`config.mk`:
```
export PLATFORM = sky130hd
export DESIGN_NAME = display_scan_controller
export DESIGN_NICKNAME = d
export VERILOG_FILES = /design/src/rtl/display_scan_controller.sv
export SDC_FILE = /design/constraint.sdc
export NUM_CORES = 1
export LEC_CHECK = 0
export BUFFER_PORTS_ARGS = -buffer_cell sky130_fd_sc_hd__buf_2
export CORE_UTILIZATION = 50
export CTS_CLUSTER_SIZE = 24
export DETAILED_ROUTE_END_ITERATION = 16
export GPL_TIMING_DRIVEN = 0
export PLACE_DENSITY = 0.72
export REMOVE_ABC_BUFFERS = 1
export SLEW_MARGIN = 5
export SYNTH_ARGS = -nofsm -noshare
export SYNTH_HDL_FRONTEND = slang
export SYNTH_SLANG_ARGS = --single-unit
export TNS_END_PERCENT = 5
```
`constraint.sdc`:
```
create_clock -name clk -period 2.6 [get_ports clk]
set_input_delay 0.26 -clock clk [delete_from_list [all_inputs] [get_ports clk]]
set_output_delay 0.26 -clock clk [all_outputs]
set_load 0.02 [all_outputs]
```
`src/rtl/display_scan_controller.sv`:
```
// display_scan_controller
//
// Time-multiplexed scan controller for a four-digit seven-segment display.
// Holds a BCD value behind a shadow register, walks the anodes 3..0 with a
// dead-time blank at the start of each digit slot, applies optional
// leading-zero suppression, and substitutes a blinking "Erro" word when the
// error input is high or the displayed value contains a non-BCD nibble.
//
// Ports:
//   clk        - system clock, rising edge
//   rst_n      - asynchronous active-low reset
//   enable     - scanning runs while high
//   load       - one-cycle strobe that captures value into the shadow
//   value      - four BCD nibbles, [15:12] is digit 3 (leftmost)
//   error      - level request for the error word
//   zero_blank - enables leading-zero suppression
//   code       - registered glyph code for the shared decoder
//   digit_n    - registered active-low anode selects
//   frame_done - one-cycle pulse in the last cycle of digit 0's slot

module display_scan_controller #(
    parameter int unsigned SCAN_DIV     = 50000,
    parameter int unsigned BLANK_CYCLES = 16,
    parameter int unsigned BLINK_FRAMES = 32,
    parameter logic [3:0]  ERR_E        = 4'b1100,
    parameter logic [3:0]  ERR_R        = 4'b1110,
    parameter logic [3:0]  ERR_O        = 4'b1111
) (
    input  logic        clk,
    input  logic        rst_n,
    input  logic        enable,
    input  logic        load,
    input  logic [15:0] value,
    input  logic        error,
    input  logic        zero_blank,
    output logic [3:0]  code,
    output logic [3:0]  digit_n,
    output logic        frame_done
);

    localparam int unsigned CW = $clog2(SCAN_DIV);
    localparam int unsigned FW = (BLINK_FRAMES > 1) ? $clog2(BLINK_FRAMES) : 1;

    localparam logic [CW-1:0] SlotLast  = CW'(SCAN_DIV - 1);
    localparam logic [CW-1:0] BlankLast = CW'(BLANK_CYCLES - 1);
    localparam logic [FW-1:0] FrameLast = FW'(BLINK_FRAMES - 1);

    typedef enum logic [1:0] {StIdle, StBlank, StOn} state_e;

    state_e        state_q, state_d;
    logic [CW-1:0] cnt_q, cnt_d;
    logic [1:0]    idx_q, idx_d;
    logic [15:0]   shadow_q, shadow_d;
    logic          pending_q, pending_d;
    logic [15:0]   disp_q, disp_d;
    logic          bad_q, bad_d;
    logic          err_mode_q, err_mode_d;
    logic          blink_on_q, blink_on_d;
    logic [FW-1:0] fcnt_q, fcnt_d;
    logic [3:0]    code_d, digit_n_d;
    logic          frame_done_d;

    logic          boundary;
    logic [3:0]    glyph;
    logic          lead_zero;

    function automatic logic has_bad_nibble(input logic [15:0] v);
        has_bad_nibble = (v[15:12] > 4'd9) || (v[11:8] > 4'd9) ||
                         (v[7:4] > 4'd9) || (v[3:0] > 4'd9);
    endfunction

    // Shadow, display register, bad-value flag and error/blink mode.
    // Everything except the shadow only moves at a frame boundary.
    always_comb begin
        boundary   = enable && (state_q != StIdle) && (cnt_q == SlotLast) && (idx_q == 2'd0);
        shadow_d   = load ? value : shadow_q;
        pending_d  = pending_q | load;
        disp_d     = disp_q;
        bad_d      = bad_q;
        err_mode_d = err_mode_q;
        blink_on_d = blink_on_q;
        fcnt_d     = fcnt_q;
        if (boundary) begin
            pending_d = 1'b0;
            if (load || pending_q) begin
                // A load on the boundary cycle bypasses the shadow.
                disp_d = load ? value : shadow_q;
                bad_d  = has_bad_nibble(disp_d);
            end
            err_mode_d = error | bad_d;
            if (err_mode_d && !err_mode_q) begin
                blink_on_d = 1'b1;
                fcnt_d     = '0;
            end else if (err_mode_d) begin
                if (fcnt_q == FrameLast) begin
                    fcnt_d     = '0;
                    blink_on_d = ~blink_on_q;
                end else begin
                    fcnt_d = fcnt_q + FW'(1);
                end
            end
        end
    end

    // Scan sequencing: slot counter, digit index and blank/on phase.
    always_comb begin
        state_d = state_q;
        cnt_d   = cnt_q;
        idx_d   = idx_q;
        if (!enable) begin
            state_d = StIdle;
            cnt_d   = '0;
            idx_d   = 2'd3;
        end else begin
            unique case (state_q)
                StIdle: begin
                    state_d = StBlank;
                    cnt_d   = '0;
                    idx_d   = 2'd3;
                end
                StBlank, StOn: begin
                    if (cnt_q == SlotLast) begin
                        state_d = StBlank;
                        cnt_d   = '0;
                        idx_d   = idx_q - 2'd1;
                    end else begin
                        cnt_d   = cnt_q + CW'(1);
                        state_d = (cnt_q == BlankLast) ? StOn : state_q;
                    end
                end
                default: begin
                    state_d = StIdle;
                    cnt_d   = '0;
                    idx_d   = 2'd3;
                end
            endcase
        end
    end

    // Output values for the upcoming cycle, derived from next-state so the
    // first BLANK after a boundary already shows the newly copied value.
    always_comb begin
        if (err_mode_d) begin
            case (idx_d)
                2'd3:    glyph = ERR_E;
                2'd0:    glyph = ERR_O;
                default: glyph = ERR_R;
            endcase
        end else begin
            glyph = disp_d[{idx_d, 2'b00} +: 4];
        end

        case (idx_d)
            2'd3:    lead_zero = (disp_d[15:12] == 4'h0);
            2'd2:    lead_zero = (disp_d[15:8] == 8'h00);
            2'd1:    lead_zero = (disp_d[15:4] == 12'h000);
            default: lead_zero = 1'b0;
        endcase

        digit_n_d = 4'b1111;
        if (state_d == StOn) begin
            if (err_mode_d ? blink_on_d : !(zero_blank && lead_zero)) begin
                digit_n_d = ~(4'b0001 << idx_d);
            end
        end

        code_d       = (state_d == StIdle) ? code : glyph;
        frame_done_d = (state_d != StIdle) && (cnt_d == SlotLast) && (idx_d == 2'd0);
    end

    always_ff @(posedge clk or negedge rst_n) begin
        if (!rst_n) begin
            state_q    <= StIdle;
            cnt_q      <= '0;
            idx_q      <= 2'd3;
            shadow_q   <= 16'h0000;
            pending_q  <= 1'b0;
            disp_q     <= 16'h0000;
            bad_q      <= 1'b0;
            err_mode_q <= 1'b0;
            blink_on_q <= 1'b1;
            fcnt_q     <= '0;
            code       <= 4'h0;
            digit_n    <= 4'b1111;
            frame_done <= 1'b0;
        end else begin
            state_q    <= state_d;
            cnt_q      <= cnt_d;
            idx_q      <= idx_d;
            shadow_q   <= shadow_d;
            pending_q  <= pending_d;
            disp_q     <= disp_d;
            bad_q      <= bad_d;
            err_mode_q <= err_mode_d;
            blink_on_q <= blink_on_d;
            fcnt_q     <= fcnt_d;
            code       <= code_d;
            digit_n    <= digit_n_d;
            frame_done <= frame_done_d;
        end
    end

endmodule

```
[Word level (Yosys, flattened, before mapping)]
Cells that the tools add are included.
Storage, ports and cells
  input port bits: 22
  register bits: 70
  logic and storage cells: 91
  output and inout bits: 9
Cells by class
  $lt $le $gt $ge: 4
  mux-type cells: 30
  equal/unequal tests: 10
  bitwise operators: 4
  shift-type cells: 2
  add/sub/neg operators: 3
  reduce and logical (&&, ||, !) cells: 25
Operator list (count)
  2-to-1 mux 16 bit: 6
  equality test 16 bit, second input constant: 2
  adder 16 x 1 -> 16 bit, second input constant: 1
  equality test 16 x 4 -> 1 bit, second input constant: 1
  > comparator 4 bit, second input constant: 4
  variable part select 16 x 5 -> 4 bit: 1
  2-to-1 mux 5 bit: 3
  logical NOT 12 bit: 1
  2-to-1 mux 2 bit: 6
  2-to-1 mux 4 bit: 3
  2-to-1 mux 1 bit: 9
  equality test 2 bit, second input constant: 4
  logical NOT 2 bit: 4
  logical NOT 8 bit: 1
  case mux 2 bit (2 select lines): 2
  logical AND 1 bit: 7
  nonzero test 2 bit: 3
  adder 5 x 1 -> 5 bit, second input constant: 1
  equality test 5 bit, second input constant: 1
  equality test 2 x 1 -> 1 bit, second input constant: 2
  logical NOT 4 bit: 1
  logical OR 1 bit: 4
  NOT 4 bit: 1
  << shifter 1 x 2 -> 4 bit, first input constant: 1
  7 further kinds: 9

[Logic depth before layout (Yosys ltp)]
  depth in word-level cells: 14
  mapped depth: 11
  depth with buffers taken out: 10

[Worst setup path after synthesis]
No wires, ideal clock.
  kind: register to register
  from: register cnt_q[0]
  to: register digit_n[3]
  setup slack: 0.141 ns
  arrival time: 2.371 ns
  data required time: 2.511 ns
  cell stages (with the launch flop): 11
  buffers on the path: 2
  period minus slack after synthesis: 2.459 ns
  setup time: 0.089 ns
  cell sequence: dfrtp_1 ha_1 and3_1 clkbuf_1 and4_4 or2_1 buf_2 or3_1 a211o_1 a41oi_1 nand2_1
Between the ends
  cells in the longest elaborated chain, start to end: 11
  elaborated cells between the ends (all ways): 29
  those cells by class: eq/ne: 6; shift: 1; mux: 14; bitwise: 1; reduce/logical: 7
Ends and longest elaborated chain
  start, declared: RTL line 51  | logic [CW-1:0] cnt_q, cnt_d;
  start signal, assigned: RTL line 188  | cnt_q <= cnt_d;
  equality test 16 bit: RTL line 75, 122
  2-to-1 mux 2 bit or logical AND 1 bit (tied branches): RTL line 122, 75
  2-to-1 mux 2 bit or logical AND 1 bit (tied branches): RTL line 115, 75
  2-to-1 mux 2 bit or 2-to-1 mux 16 bit (tied branches): RTL line 110, 83
  equality test 2 x 1 -> 1 bit (tied with other cells): RTL line 153  | case (idx_d)
  case mux 1 bit (3 select lines): RTL line 153
  logical AND 1 bit: RTL line 162  | if (err_mode_d ? blink_on_d : !(zero_blank && lead_zero)) begin
  logical NOT 1 bit: RTL line 162
  2-to-1 mux 1 bit: RTL line 162
  2-to-1 mux 4 bit: RTL line 162
  2-to-1 mux 4 bit (*): RTL line 161  | if (state_d == StOn) begin
  via digit_n_d[3]: RTL line 60  | logic [3:0] code_d, digit_n_d;
  end signal, assigned: RTL line 198  | digit_n <= digit_n_d;
  end, declared: RTL line 37  | output logic [3:0] digit_n,
The timed path passes the listed nets; every way through them passes the cells marked *.
A chain may end at the register's enable or synchronous reset.

[Worst setup path after layout]
  from: register cnt_q[0]
  to: register digit_n[2]
Same word-level chain as after synthesis.

==> summary.md <==
| Metric | Value |
|---|---|
| Run status | `complete, but fails checks` |
| Violated checks | `DRC` |
| 1st-iter DRT viols | `approximately 180` |
| Internal power consumption | `just under 2000 uW` |
| Routed via count divided by cell count | `5.75` |
| Buffers added on ports | `30` |
| Clock tree from TritonCTS | `built` |
| Placed Instance Area | `between 3000 and 4000 sq um` |
| Final global-route overflow total | `0` |
| Power per cell area | `between 600 and 700 nW/um^2` |
| Share of power burned in registers | `a little under half` |
| Final worst hold slack | `~0.00079 ns` |
| Maximum number of pins on one net before global-route repair | `71` |
| Type of the worst setup path | `flop to flop` |
| Clock share of power | `between 40 and 50%` |
| Critical path required time | `about 2.9 ns` |
| Detailed placement HPWL | `roughly 4800 um` |
| Cell at the root of the clock tree | `sky130_fd_sc_hd__clkbuf_8` |
| CORE AREA | `6460 sq um` |
| Wire length per cell after detailed routing | `~16 um` |
| Share of the yosys chip area belonging to registers | `approximately half` |
| Synth unique cells | `54` |
| Die Y-Extent | `about 84 um` |
| Highest clock frequency the design can meet | `roughly 0.4 GHz` |
| Cell Area, Synth | `3400 sq um` |
| Number of buffers on the longest clock path | `2` |
| Switching component of the power | `between 500 and 600 uW` |
| Number of enable-type register cells in the synthesized netlist | `0` |
| Part of the power in combinational logic | `under 10%` |
| Maximum level of the CTS H-tree | `3` |
| Pwr Total | `around 2500 uW` |
| Routed wire length | `7090 um` |
| Period minus WS final | `about 2.5 ns` |
| Setup repair after global routing missed its margin | `yes` |
| Largest incremental delay on the critical path | `between 0.4 and 0.5 ns` |
| Flip-flop cell with the highest count after synthesis | `sky130_fd_sc_hd__dfrtp_1` |
| Fin. max-slew vios | `0` |
| Worst-case headroom to the max-slew limit | `43.3%` |
| Drc violations | `6` |
| Fraction of the cycle the final worst path needs | `between 90 and 100%` |
| Per-instance average area after synthesis | `10.6 sq um` |
| Clock latency on the worst-skew pair | `0.35 ns` |
| CTS sink cnt | `70` |
| Number of detailed-route iterations in the first pass | `10` |
| Slowest cell on crit path | `sky130_fd_sc_hd__dfrtp_1` |
| Clock slew seen by the registers of the worst setup and hold paths | `approximately 0.07 ns` |
| Yosys reg bits | `70` |
| Peak ir drop on the vdd network | `0.438 mV` |
| Net count reported at finish | `385` |
| Proportion of register bits with asynchronous set or reset after synthesis | `100%` |
| Die W | `84.4 um` |
| Synthesis Warnings | `0` |
| Starting density of the core | `~53%` |
| Final RePlAce weighted congestion | `0.858` |
| Number of CTS-inserted buffers | `9` |
| Post-synthesis cell count | `320` |
| Number of endpoints with negative hold slack in the final report | `0` |
| Count of hold-fix buffers inserted at cts | `0` |
| CP max FO | `17` |
| Hold Path Class | `primary input to async pin` |
| Setup clock skew after layout | `about 0.0064 ns` |
| Dominant cells by area after synthesis | `sky130_fd_sc_hd__dfrtp_1 46%, sky130_fd_sc_hd__mux2_2 8.3%, sky130_fd_sc_hd__dfstp_2 5.4%, sky130_fd_sc_hd__nor2_1 3.4%, sky130_fd_sc_hd__nand2_1 2.7%` |
| Antenna violations before repair | `0` |
| Setup_tns | `0 ns` |
| Io pins | `31` |
| Layout cells sized above 1 | `29.0%` |
| Total number of placement rows | `29` |
| First-pass GRT wire length | `11700 um` |
| Total number of vias | `between 2000 and 3000` |
| Non-filler instance count after layout | `roughly 440` |
| Most area-hungry cell type in the Yosys netlist | `sky130_fd_sc_hd__dfrtp_1` |
| GRT Total Usage | `a little over a fifth` |
| Signed area change from the synthesized netlist to the final layout | `17.3%` |
| Net switching fraction of the power | `between 20% and 30%` |
| Number of global-route vias before repair | `between 2000 and 2500` |
| Final setup violating endpoints | `0` |
| Number of nets still failing antenna checks after routing | `0` |
| Type of destination of the critical path | `flop` |
| Inserted Diodes | `0` |
| Slew at the pin closest to its max-slew limit | `0.850 ns` |
| Cell chain of the critical path | `ha_1 > and3_4 > and4_4 > or2_4 > or3_4 > a211o_1 > a41oi_2 > nand2_1` |
| Total placed cells including tap cells | `417` |
| Static leakage power | `between 0.0015 and 0.002 uW` |
| Die area | `7130 sq um` |
| Category of the worst setup path launch point | `flop` |
| Proportion of netlist area held by the largest area contributor | `46.4%` |
| Final Instance Area | `between 3000 and 4000 sq um` |
| Arrival @ worst endpoint | `between 2 and 3 ns` |
| Max Cap Violations | `0` |
## cells in the mapped netlist (2+ instances only)
library cell	number
sky130_fd_sc_hd__a21boi_0	2
sky130_fd_sc_hd__nand4_1	3
sky130_fd_sc_hd__a41oi_1	2
sky130_fd_sc_hd__clkbuf_1	4
sky130_fd_sc_hd__a22oi_1	4
sky130_fd_sc_hd__nor3_1	10
sky130_fd_sc_hd__mux2_2	25
sky130_fd_sc_hd__o21ai_0	16
sky130_fd_sc_hd__mux2i_1	5
sky130_fd_sc_hd__and2_1	4
sky130_fd_sc_hd__nor4_1	8
sky130_fd_sc_hd__mux2_4	2
sky130_fd_sc_hd__a21oi_1	8
sky130_fd_sc_hd__nand3_1	11
sky130_fd_sc_hd__and4_1	2
sky130_fd_sc_hd__a211oi_1	3
sky130_fd_sc_hd__and3_1	6
sky130_fd_sc_hd__ha_1	6
sky130_fd_sc_hd__nand2_1	24
sky130_fd_sc_hd__xor2_1	3
sky130_fd_sc_hd__a211o_1	2
sky130_fd_sc_hd__or3_1	6
sky130_fd_sc_hd__buf_2	5
sky130_fd_sc_hd__nor2_1	31
sky130_fd_sc_hd__inv_1	17
sky130_fd_sc_hd__dfrtp_1	63
sky130_fd_sc_hd__nand2b_1	4
sky130_fd_sc_hd__dfstp_2	7
sky130_fd_sc_hd__xnor2_1	9
sky130_fd_sc_hd__or2_2	4
## metrics by stage
stage	utilization [%]	setup WS, ns
3_3_place_gp	55.6	-0.484
5_1_grt	61.7	-0.0213
4_1_cts	60.4	0.0143
3_5_place_dp	55.7	-0.510
2_1_floorplan	-	-0.103
6_report	61.7	0.107
## repair_timing
| item | 4_1_cts | 5_1_grt |
|---|---|---|
| buffers inserted | 0 | 5 |
| gates cloned | 0 | 1 |
| pin swaps | 1 | 1 |
| endpoints found under the setup margin | 8 | 8 |
| gates resized for setup | 7 | 11 |
## cells by family (layout without fill, tap and decap cells)
family,Yosys count,count (layout),share of synthesized area [%]
compound gates,51,51,10.5
mux,32,32,10.6
simple gates,121,122,18.3
flops,70,70,51.8
fa+ha+maj,6,6,2.21
xor+xnor,12,12,3.09
buf+inv,28,69,3.50
## path summary, 6_finish.rpt
path / slack (ns) / startpoint / depth (start not counted) / endpoint
min in group clk: 0.16 / value[0] / 2 / shadow_q[0]
max in group asynchronous: 2.02 / rst_n / 1 / cnt_q[7]
min: 0.0008 / rst_n / 1 / cnt_q[3]
min reg2reg: 0.47 / disp_q[1] / 2 / disp_q[1]
max reg2reg: 0.11 / cnt_q[0] / 8 / digit_n[2]
max: 0.11 / cnt_q[0] / 8 / digit_n[2]
## power by group through the flow
stage / logic [uW] / clock network, uW / registers (uW)
6_report: 199 / 1180 / 1150
5_1_grt: 222 / 1250 / 1160
4_1_cts: 196 / 1190 / 1150
3_5_place_dp: 194 / 0 / 1170
3_3_place_gp: 189 / 0 / 1170
2_1_floorplan: 96.1 / 0 / 1180
## cell usage in the layout, fill, tap and decap left out, drive strengths merged, types with 2 or more instances in the layout
cell	instances
bufinv	4
clkbuf	12
nor4	8
xor2	3
nor4b	2
o31ai	2
a21boi	2
inv	19
nand2b	4
ha	6
nor2	31
or2	5
a41oi	2
o21ai	17
a2111oi	2
dfstp	7
and2	4
and4	3
a22oi	4
or3	6
mux2i	5
xnor2	9
a21oi	9
nand3	11
nand2	25
and3	6
a211o	2
nor3	10
dfrtp	63
nand4	3
buf	34
mux2	27
a211oi	3
## worst max-delay path: cells and delay by family, from the launching register on
kind	cells	cell delay, ns
DFF	1	0.41
and+or+nand+nor	5	1.23
adders and majority gates	1	0.24
AOI/OAI and AO/OA	2	0.52
## routing by layer
layer	part of all wire (%)	GRT usage, %	wire [um]
met1	45	29.0	3220
met2	49	33.1	3460
met3	4.8	6.10	338
met4	1.0	7.40	71
met5	0	0	0
## state kept, by name, summed over array words and instances (netlist names)
register	flops
fcnt_q	5
pending_q	1
disp_q	16
idx_q	2
state_q	2
shadow_q	16
bad_q	1
frame_done	1
blink_on_q	1
code	4
cnt_q	16
digit_n	4
err_mode_q	1
## final cells by class
class	count	area (sq um)
Sequential cell	70	1760
Clock inverter	5	129
Tap cell	77	96.3
Clock buffer	11	141
Fill cell	529	2470
Timing Repair Buffer	35	193
Multi-Input combinational cell	223	1600
Inverter	18	67.6
Note: power is estimated with default switching activity, not from simulation.
